==> src/rtl/pwm_compare_if.sv <==
// Duty-update handshake between a duty-cycle source and pwm_compare.
// The master presents a new duty value with a one-cycle write strobe and
// sees a one-cycle acknowledge when that value becomes the active duty.
interface pwm_compare_if #(
    parameter int CW = 8
);
    logic [CW-1:0] duty_in;
    logic          duty_wr;
    logic          duty_ack;

    modport master (
        output duty_in,
        output duty_wr,
        input  duty_ack
    );

    modport slave (
        input  duty_in,
        input  duty_wr,
        output duty_ack
    );
endinterface

==> src/rtl/pwm_compare.sv <==
// PWM comparator slaved to an external free-running counter.
// Tracks the upstream count for wraps and discontinuities, double-buffers
// duty updates so they only take effect on a period boundary, and gates the
// waveform with a small run/drain state machine so a stop request always
// completes the current period.
module pwm_compare #(
    parameter int CW = 8
) (
    input  logic            clk,
    input  logic            reset,
    input  logic [CW-1:0]   cnt,
    input  logic            en,
    pwm_compare_if.slave    duty_bus,
    output logic            pwm_out,
    output logic            wrap,
    output logic [1:0]      state,
    output logic            seq_err
);

    typedef enum logic [1:0] {
        IDLE  = 2'd0,
        ARM   = 2'd1,
        RUN   = 2'd2,
        DRAIN = 2'd3
    } state_e;

    state_e         state_q, state_d;
    logic [CW-1:0]  cnt_last_q, cnt_last_d;
    logic           cnt_seen_q, cnt_seen_d;
    logic [CW-1:0]  duty_act_q, duty_act_d;
    logic [CW-1:0]  duty_pend_q, duty_pend_d;
    logic           pend_q, pend_d;
    logic           pwm_q, pwm_d;
    logic           wrap_q, wrap_d;
    logic           ack_q, ack_d;
    logic           seq_err_q, seq_err_d;

    logic [CW:0]    cnt_succ;
    logic           wrap_cond;
    logic           seq_cond;
    logic           activate;

    // Detect wrap and count discontinuity from the previous and current count.
    always_comb begin
        cnt_succ  = {1'b0, cnt_last_q} + {{CW{1'b0}}, 1'b1};
        // Carry out of the successor means the previous count was all ones.
        wrap_cond = cnt_seen_q && cnt_succ[CW] && (cnt == '0);
        seq_cond  = cnt_seen_q && (cnt != cnt_succ[CW-1:0]);
        activate  = wrap_cond && pend_q;
    end

    // Duty double buffer: activation at wrap first, then a same-cycle write
    // refills the pending slot so it is never lost.
    always_comb begin
        duty_act_d  = duty_act_q;
        duty_pend_d = duty_pend_q;
        pend_d      = pend_q;
        if (activate) begin
            duty_act_d = duty_pend_q;
            pend_d     = 1'b0;
        end
        if (duty_bus.duty_wr) begin
            duty_pend_d = duty_bus.duty_in;
            pend_d      = 1'b1;
        end
    end

    // Run control: arm until a period boundary, drain to the next boundary on stop.
    always_comb begin
        state_d = state_q;
        unique case (state_q)
            IDLE:  if (en) state_d = ARM;
            ARM: begin
                if (!en)            state_d = IDLE;
                else if (wrap_cond) state_d = RUN;
            end
            RUN:   if (!en) state_d = DRAIN;
            DRAIN: begin
                if (en)             state_d = RUN;
                else if (wrap_cond) state_d = IDLE;
            end
            default: state_d = IDLE;
        endcase
    end

    // Output and tracking next-values; the compare uses the post-wrap state and
    // duty so the first cycle of a period already reflects a just-activated duty.
    always_comb begin
        pwm_d      = ((state_d == RUN) || (state_d == DRAIN)) && (cnt < duty_act_d);
        wrap_d     = wrap_cond;
        ack_d      = activate;
        seq_err_d  = seq_err_q | seq_cond;
        cnt_last_d = cnt;
        cnt_seen_d = 1'b1;
    end

    // All state registers with synchronous reset.
    always_ff @(posedge clk) begin
        if (reset) begin
            state_q     <= IDLE;
            cnt_last_q  <= '0;
            cnt_seen_q  <= 1'b0;
            duty_act_q  <= '0;
            duty_pend_q <= '0;
            pend_q      <= 1'b0;
            pwm_q       <= 1'b0;
            wrap_q      <= 1'b0;
            ack_q       <= 1'b0;
            seq_err_q   <= 1'b0;
        end else begin
            state_q     <= state_d;
            cnt_last_q  <= cnt_last_d;
            cnt_seen_q  <= cnt_seen_d;
            duty_act_q  <= duty_act_d;
            duty_pend_q <= duty_pend_d;
            pend_q      <= pend_d;
            pwm_q       <= pwm_d;
            wrap_q      <= wrap_d;
            ack_q       <= ack_d;
            seq_err_q   <= seq_err_d;
        end
    end

    assign pwm_out           = pwm_q;
    assign wrap              = wrap_q;
    assign state             = state_q;
    assign seq_err           = seq_err_q;
    assign duty_bus.duty_ack = ack_q;

endmodule

==> src/flat_wrapper.sv <==
// flat-port wrapper written by rule: the top's interface ports become plain ports
module pwm_compare_flat 
#(
    parameter int CW = 8
)
  (clk, reset, cnt, en, pwm_out, wrap, state, seq_err, duty_bus_duty_in, duty_bus_duty_wr, duty_bus_duty_ack);
  pwm_compare_if #(.CW(CW)) duty_bus_i ();
  input  logic clk;
  input  logic reset;
  input  logic [CW-1:0] cnt;
  input  logic en;
  output logic pwm_out;
  output logic wrap;
  output logic [1:0] state;
  output logic seq_err;
  input wire logic [$bits(duty_bus_i.duty_in)-1:0] duty_bus_duty_in;
  input wire logic [$bits(duty_bus_i.duty_wr)-1:0] duty_bus_duty_wr;
  output wire logic [$bits(duty_bus_i.duty_ack)-1:0] duty_bus_duty_ack;
  assign duty_bus_i.duty_in = duty_bus_duty_in;
  assign duty_bus_i.duty_wr = duty_bus_duty_wr;
  assign duty_bus_duty_ack = duty_bus_i.duty_ack;
  pwm_compare #(.CW(CW)) u_core (.clk(clk), .reset(reset), .cnt(cnt), .en(en), .duty_bus(duty_bus_i), .pwm_out(pwm_out), .wrap(wrap), .state(state), .seq_err(seq_err));
endmodule
==> config.mk <==
export PLATFORM = sky130hd
export DESIGN_NAME = pwm_compare_flat
export DESIGN_NICKNAME = d
export VERILOG_FILES = /design/src/rtl/pwm_compare_if.sv /design/src/rtl/pwm_compare.sv /design/src/flat_wrapper.sv
export SDC_FILE = /design/constraint.sdc
export NUM_CORES = 1
export LEC_CHECK = 0
export ABC_AREA = 1
export CAP_MARGIN = 0
export CORE_UTILIZATION = 30
export DETAILED_ROUTE_END_ITERATION = 8
export GPL_ROUTABILITY_DRIVEN = 1
export GPL_TIMING_DRIVEN = 0
export PLACE_DENSITY_LB_ADDON = 0.05
export SKIP_CTS_REPAIR_TIMING = 1
export SKIP_LAST_GASP = 1
export SYNTH_ARGS = -nofsm -noshare
export SYNTH_HDL_FRONTEND = slang
export SYNTH_SLANG_ARGS = --single-unit
==> constraint.sdc <==
create_clock -name clk -period 3.26 [get_ports clk]
set_clock_uncertainty 0.1 [all_clocks]
set_input_delay 0.326 -clock clk [delete_from_list [all_inputs] [get_ports clk]]
set_output_delay 0.326 -clock clk [all_outputs]
set_load 0.01 [all_outputs]
Word level (Yosys, flattened, before mapping)
Index checks and enable logic that the tools add are counted.
{"block": "totals", "n_memories": 0, "latch_bits": 0, "in_bits": 20, "romBits": 0, "reg_bits": 32, "mem_bits_rw": 0}
{"block": "op_classes", "bitwise": 1, "n_reduce_logical": 9, "n_mul": 0, "n_addsub": 1, "div": 0, "shifts": 0, "mux": 11, "eq_ne": 6, "n_lt_le_gt_ge": 1}
{"operator": "$mux W2", "n": 6}
{"operator": "$add A8 B1 Y9 const B", "n": 1}
{"operator": "$eq A2 B2 Y1 const B", "n": 4}
{"operator": "$logic_not A8 Y1", "n": 1}
{"operator": "$lt A8 B8 Y1", "n": 1}
{"operator": "$mux W8", "n": 1}
{"operator": "$ne A8 B8 Y1", "n": 1}
{"operator": "$pmux W2 S4", "n": 1}
{"operator": "$logic_and A1 B1 Y1", "n": 5}
{"operator": "$mux W1", "n": 3}
{"operator": "$eq A2 B1 Y1 const B", "n": 1}
{"operator": "$logic_not A2 Y1", "n": 1}
{"operator": "$reduce_bool A2 Y1", "n": 1}
{"operator": "$logic_or A1 B1 Y1", "n": 1}
{"operator": "$or A1 B1 Y1", "n": 1}

Longest topological paths before layout
Gate-level depths: netlist of run 1.
{"block": "logic_depth", "word_depth": 9, "depth_mapped": 13, "depth_no_buf": 13}

Worst setup path after synthesis of run 1
No wires, ideal clock.
{"block": "synth_timing", "kind": "register -> register", "startpoint": "register u_core.cnt_last_q[0]", "endpoint": "register u_core.pwm_q (netlist: u_core.pwm_out)", "path_stages_with_launch": 14, "arrival_time_ps": 2101, "period_less_slack_ps": 2267, "path_buffers": 0, "setup_slack_ps": 993, "setup_time_ps": 66, "cell_sequence": "dfxtp_1 > ha_1 > nand2_2 > nor2_4 > nand2_2 > nor2_4 > nand3_4 > mux2i_1 > ha_1 > a21oi_1 > nor2_1 > a211oi_1 > nand4_1 > a21oi_2"}
{"block": "synth_via", "elab_chain_len": 9, "word_cells_on_any_way": 15}
{"item": "start, declared", "line_no": "pwm_compare.sv:28", "source": "logic [CW-1:0] cnt_last_q, cnt_last_d;"}
{"item": "start signal, assigned", "line_no": "pwm_compare.sv:112", "source": "cnt_last_q <= cnt_last_d;"}
{"item": "$add A8 B1 Y9 *", "line_no": "pwm_compare.sv:45", "source": "cnt_succ = {1'b0, cnt_last_q} + {{CW{1'b0}}, 1'b1};"}
{"item": "$logic_and A1 B1 Y1 * (2 in series)", "line_no": "pwm_compare.sv:47", "source": "wrap_cond = cnt_seen_q && cnt_succ[CW] && (cnt == '0);"}
{"item": "parallel branches: the longest is 5 deep, another holds $lt A8 B8 Y1"}
{"item": "$logic_and A1 B1 Y1 *", "line_no": "pwm_compare.sv:89", "source": "pwm_d = ((state_d == RUN) || (state_d == DRAIN)) && (cnt < duty_act_d);"}
{"item": "end signal, assigned", "line_no": "pwm_compare.sv:117", "source": "pwm_q <= pwm_d;"}
{"item": "end, declared", "line_no": "pwm_compare.sv:33", "source": "logic pwm_q, pwm_d;"}
Every way passes the cells marked *.
A chain may end at the register's enable or synchronous reset.

Final worst setup path of run 1
{"block": "layout_timing", "startpoint": "input cnt[1]", "endpoint": "register u_core.pwm_q (netlist: u_core.pwm_out)"}
{"block": "layout_via", "elab_chain_len": 8, "word_cells_on_any_way": 14}
{"item": "start, declared", "line_no": "flat_wrapper.sv:10", "source": "input logic [CW-1:0] cnt;"}
{"item": "parallel branches: the longest is 7 deep, another holds $lt A8 B8 Y1"}
{"item": "$logic_and A1 B1 Y1 *", "line_no": "pwm_compare.sv:89"}
Marks and branches as above.

==> summary.txt, run 1 <==
Synth
  • Cell taking the most area after synthesis: dfxtp_1
  • Async S/R FF share, synth: 0%
  • Post-synth EDFFs: 0
  • Main synth FF type: dfxtp_1
  • Post-synthesis sequential area ratio: 41.5%
  • Top cells by count, synth: 45 x nor2_1, 32 x dfxtp_1, 24 x inv_1, 23 x nand2_1, 10 x o21ai_0
  • Synthesized Nets: 227
  • Cell Area, Synth: 1550 um^2
  • Synth top area share: 41.5%
  • Yosys reg bits: 32
  • Netlist cell types: 24
  • Most common cell in the synthesized netlist: nor2_1
  • Synth area leaders: dfxtp_1 41%, nor2_1 11%, ha_1 6.5%, inv_1 5.8%, nand2_1 5.6%
  • Mapped Cells: 199
  • Synth Area per Inst: 7.76 um^2
  • Ys Warns: 0

Pwr
  • Switching part of the total power: 22.9%
  • VDD IR max: 0.192 mV
  • Pwr dens: 446 nW/um^2
  • Sequential power share: 47.3%
  • Logic pwr share: 10.8%
  • Psw: 0.202 mW
  • Clock share of power: 41.9%
  • Static Leak: 0.871 nW
  • Internal power: 0.680 mW
  • Power, Total: 0.882 mW

Timing
  • Final hold violations: 0
  • Final setup viols: 0
  • Final worst-path cycle share: 77.3%
  • Worst rel slew slack: 65.9%
  • Min Tclk post-route: 2.52 ns
  • Total negative slack: 0 ns
  • Max Fclk: 397 MHz
  • Slew Limit Fails: 0
  • Setup ws final: 0.739 ns
  • Worst Hold Margin: 0.363 ns
  • Worst-margin pin slew: 0.512 ns
  • RSZ-0062 raised after global routing: no

Detailed routing
  • DR iter-0 viols: 30
  • # DRC: 0
  • Detailed Routing Iterations Pass 1: 4
  • Routed length on met2: 1.64 mm
  • Met3 routed WL: 131 um
  • Highest routing layer actually used: met4
  • WL final: 3.37 mm
  • Avg WL per Cell: 11.3 um
  • Antenna Nets Post-Route: 0
  • Via/cell ratio: 4.40
  • Vias: 1310
  • DRT met1 WL: 1.56 mm

Clocking
  • CTS tree: built
  • Root Buffer: clkbuf_8
  • H-tree levels: 2
  • CTS Sinks: 32
  • Clock slew at reported path FFs: 0.07 ns
  • Num CTS Buffers: 5
  • CTS max path bufs: 2
  • Worst-skew pair later-pin latency: 0.28 ns

Final layout
  • Synth-to-layout area growth: 27.9%
  • Final Cell Area: 1980 um^2
  • Antenna Cells: 0
  • Total Nets Final: 258
  • Finished Layout Cells: 298
  • Layout cells sized above 1: 6.49%
  • Final Util: 40.8%

Outcome
  • Status: complete, no violations

GRT
  • Global-route wire length before repair: 5.74 mm
  • Final global-route overflow total: 0
  • Largest net degree at the start of global routing: 11
  • Number of global-route vias before repair: 1297
  • Initial antenna violation count: 0
  • Tot GR Track Use: 14.1%

Critical path
  • Largest delay share family, worst path: simple AND/OR/NAND/NOR gates
  • Worst Setup Start Kind: input pin
  • Crit-path cells: clkdlybuf4s50_1 > nor2_1 > nand2_1 > nor2_1 > nand3_4 > mux2i_1 > ha_1 > a21oi_1 > nor2_1 > a211oi_1 > nand4_1 > a21oi_2
  • Crit path DAT: 2.64 ns
  • Crit Path Max Fanout: 9
  • Cell depth of the worst flop-to-flop path: 13
  • Crit. End Element: register
  • Slowest-stage cell, CP: clkdlybuf4s50_1
  • Worst path most repeated cell: nor2_1
  • Worst path required time: 3.38 ns
  • CP bufs+invs: 1
  • Worst path max stage delay: 0.50 ns
  • CP Class: in -> reg
  • Critical Path Stages: 12

Floorplan
  • Die H: 73.8 um
  • Die Wd: 73.8 um
  • Initial Util: 31.9%
  • I/O pin count: 26
  • Total Die Area: 5440 um^2
  • Std cell rows: 25
  • Core Footprint: 4850 um^2

Job
  • Max-cap violations: 0

Placement
  • PortBufs: 24
  • Placed instance count: 290
  • GPL Wtd Cong: 0.766
  • DP HPWL: 2.65 mm
  • Post-DP Area: 1870 um^2
  • Pre-CTS WS: 0.411 ns

Hold path
  • Hold Path Depth: 2
  • Worst Hold Class: reg -> reg
## routing by layer
| metal | GRT usage, % | vias up |
|---|---|---|
| met1 | 16.7 | 579 |
| met4 | 6.62 | 0 |
| met2 | 24.0 | 25 |
| met3 | 3.29 | 4 |
| li1 | - | 702 |
| met5 | 0 | - |
## final cells by class
cell class,count,area [um^2]
clock buffer,6,72.6
timing repair buffer,24,240
sequential,32,641
multi-input combinational,138,796
tap,67,83.8
fill,491,2870
clock inverter,2,35.0
inverter,25,93.8
buffer,4,15.0
## power by group through the flow
stage	Sequential, mW	Clock [mW]	Combinational (mW)
2_1_floorplan	0.424	0	0.0523
3_3_place_gp	0.425	0	0.0952
3_5_place_dp	0.426	0	0.0970
4_1_cts	0.417	0.379	0.0977
5_1_grt	0.419	0.401	0.109
6_report	0.417	0.369	0.0957
## tightest hold or removal path, stage by stage, from the launching register on
cell	delay, ns
dfxtp_1	0.31
inv_1	0.05
a21oi_1	0.05
## sequential cells by signal, indices dropped and copies added (netlist names)
name,flops
u_core.cnt_last_q,8
u_core.cnt_seen_q,1
u_core.duty_act_q,8
u_core.duty_bus.duty_ack,1
u_core.duty_pend_q,8
u_core.pend_q,1
u_core.pwm_out,1
u_core.seq_err,1
u_core.state,2
u_core.wrap,1
## placed cells by master (no fill, tap or decap), types with 2 or more instances in the layout
master and n:
clkbuf_8 5, o21ai_0 10, nand4_1 6, xor2_1 7
a211oi_1 3, a21oi_1 5, nand2_2 3, dfxtp_1 32
nand2_1 23, nor2_1 45, ha_1 8, nor2_4 2
clkdlybuf4s50_1 24, xnor2_1 4, inv_1 24, mux2i_1 7
nand3_1 5, nor3_1 4, clkbuf_1 5
## path summary, 6_finish.rpt
path                        startpoint             end  slack, ns
setup / recovery                cnt[1]  u_core.pwm_out       0.74
hold reg to reg         u_core.seq_err  u_core.seq_err       0.36
setup reg to reg  u_core.cnt_last_q[0]  u_core.pwm_out       0.75
hold / removal          u_core.seq_err  u_core.seq_err       0.36
## kinds of logic (layout without fill, tap and decap cells)
family          Yosys count  in the layout  synth area share (%)
mux                       7              7                  4.53
buf+inv                  29             61                  7.04
simple gates             93             93                  27.4
fa+ha+maj                 8              8                  6.48
compound gates           19             19                  6.88
xor+xnor                 11             11                  6.23
flops                    32             32                  41.5
(Power assumes the default switching activity.)
==> run 2: changes to the inputs <==
Clock period 3.26 ns to 2.3 ns, I/O delays scaled along.
==> summary.txt, run 2 (same netlist as run 1, synthesis figures left out) <==
Outcome
  • Status: complete, no violations

GRT
  • Largest net degree at the start of global routing: 11 (unchanged)
  • Final global-route overflow total: 0 (unchanged)
  • Initial antenna violation count: 0 (unchanged)
  • Tot GR Track Use: 14.1% (unchanged)
  • Number of global-route vias before repair: 1297 (unchanged)
  • Global-route wire length before repair: 5.74 mm (unchanged)

Clocking
  • Worst-skew pair later-pin latency: 0.27 ns (about the same)
  • CTS Sinks: 32 (unchanged)
  • Root Buffer: clkbuf_8
  • CTS tree: built
  • CTS max path bufs: 2 (unchanged)
  • Num CTS Buffers: 5 (unchanged)
  • H-tree levels: 2 (unchanged)
  • Clock slew at reported path FFs: 0.07 ns (about the same)

Timing
  • Worst Hold Margin: 0.224 ns (-0.139 ns)
  • RSZ-0062 raised after global routing: yes
  • Min Tclk post-route: 2.29 ns
  • Max Fclk: 436 MHz
  • Final setup viols: 0 (unchanged)
  • Setup ws final: 0.00579 ns (-0.733 ns)
  • Final hold violations: 0 (unchanged)
  • Worst-margin pin slew: 0.527 ns (+0.0149 ns)
  • Final worst-path cycle share: 99.7%
  • Worst rel slew slack: 64.9% (-0.99 points)
  • Slew Limit Fails: 0 (unchanged)

Critical path
  • Crit path DAT: 2.41 ns (-0.23 ns)
  • Crit Path Max Fanout: 6 (-3)
  • CP bufs+invs: 0 (-1)
  • Worst R2R End: u_core.pwm_out
  • Worst Setup Start Kind: register
  • Worst path required time: 2.41 ns (-0.97 ns)
  • Largest delay share family, worst path: simple AND/OR/NAND/NOR gates
  • Worst path max stage delay: 0.37 ns (-0.13 ns)
  • CP Class: reg -> reg
  • RR Startpoint: u_core.cnt_last_q[0]
  • FF-to-FF setup slack: 0.006 ns (-0.74 ns)
  • Crit. End Element: register
  • Slowest-stage cell, CP: dfxtp_4
  • Crit-path cells: ha_4 > nand2_2 > nor2_4 > nand2_2 > nor2_4 > nand3_4 > mux2i_2 > ha_1 > a21oi_2 > nor2_1 > a211oi_2 > nand4_1 > a21oi_2
  • Critical path launch point: u_core.cnt_last_q[0]
  • Cell depth of the worst flop-to-flop path: 13 (unchanged)
  • Critical Path Stages: 13 (+1)

Final layout
  • Final Cell Area: 2050 um^2 (+3.7%)
  • Synth-to-layout area growth: 32.6%
  • Layout cells sized above 1: 11.9% (+5.4 points)
  • Regs by FF count: u_core.cnt_last_q x8, u_core.duty_act_q x8, u_core.duty_pend_q x8
  • Most frequent cells in the layout: 44 x nor2_1, 30 x dfxtp_1, 24 x inv_1, 23 x nand2_1, 23 x clkdlybuf4s50_1
  • Final Util: 42.3% (+1.5 points)
  • Total Nets Final: 262 (+1.6%)
  • Antenna Cells: 0 (unchanged)
  • Most common cell after layout, fill and taps aside: nor2_1

Hold path
  • Hold EP: u_core.cnt_last_q[6]
  • Worst Hold Class: in -> reg
  • Hold Path Depth: 3 (+1)
  • Hold path start: cnt[6]

Pwr
  • Static Leak: 0.881 nW (+1.2%)
  • Power, Total: 1.26 mW (+42%)
  • Pwr dens: 612 nW/um^2 (+37%)
  • VDD IR max: 0.257 mV (+34%)

Placement
  • DP HPWL: 2.65 mm (unchanged)
  • Pre-CTS WS: -0.453 ns (-0.864 ns)
  • GPL Wtd Cong: 0.766 (unchanged)
  • PortBufs: 24 (unchanged)
  • Post-DP Area: 1870 um^2 (unchanged)

Detailed routing
  • DR iter-0 viols: 24 (-20%)
  • Via/cell ratio: 4.43 (+0.78%)
  • Avg WL per Cell: 11.4 um (+0.81%)
  • # DRC: 0 (unchanged)
  • Vias: 1338 (+2.1%)
  • WL final: 3.45 mm (+2.2%)
  • Detailed Routing Iterations Pass 1: 4 (unchanged)
  • Antenna Nets Post-Route: 0 (unchanged)

Floorplan
  • Std cell rows: 25 (unchanged)
  • Core Footprint: 4850 um^2 (unchanged)
  • I/O pin count: 26 (unchanged)
  • Die H: 73.8 um (unchanged)
  • Initial Util: 31.9% (unchanged)
  • Die Wd: 73.8 um (unchanged)
  • Total Die Area: 5440 um^2 (unchanged)

Job
  • Max-cap violations: 0 (unchanged)
-- run 2: metal layers --
layer	part of all wire, %	GRT usage, %	vias to the layer above
met5	0	0	-
met4	1.4	6.62	0
met3	3.2	3.29	4
met2	48	24.0	19
met1	47	16.7	605
li1	-	-	710
-- run 2: worst register-to-register path, cell delays in order (launching register included) --
cell	delay, ns
dfxtp_4	0.37
ha_4	0.14
nand2_2	0.06
nor2_4	0.18
nand2_2	0.09
nor2_4	0.11
nand3_4	0.12
mux2i_2	0.19
ha_1	0.32
a21oi_2	0.12
nor2_1	0.05
a211oi_2	0.14
nand4_1	0.12
a21oi_2	0.12
-- run 2: worst max-delay path by stage --
stage,end,slack [ns]
2_1_floorplan,u_core.pwm_out,0.03
4_1_cts,u_core.pwm_out,-0.26
3_3_place_gp,u_core.pwm_out,-0.44
5_1_grt,u_core.pwm_out,-0.18
3_5_place_dp,u_core.pwm_out,-0.45
6_report,u_core.pwm_out,0.006
-- run 2: layout make-up --
class / count / area, um^2
Tap cell: 67 / 83.8
Multi-Input combinational cell: 138 / 831
Timing Repair Buffer: 28 / 273
Clock inverter: 2 / 35.0
Fill cell: 495 / 2800
Clock buffer: 6 / 72.6
Buffer: 4 / 15.0
Inverter: 25 / 93.8
Sequential cell: 32 / 646
-- run 2: metrics by stage --
stage	setup TNS, ns	cells
after floorplan	0	199
after global placement	-0.442	290
after detailed placement	-0.453	290
after CTS	-0.259	298
after global routing	-0.179	302
final	0	302
-- run 2: report_power, final --
part,internal (mW),switching (mW),leakage (nW)
clock network,0.321,0.200,0.0552
registers,0.576,0.0165,0.264
logic,0.0695,0.0720,0.562
total,0.967,0.288,0.881
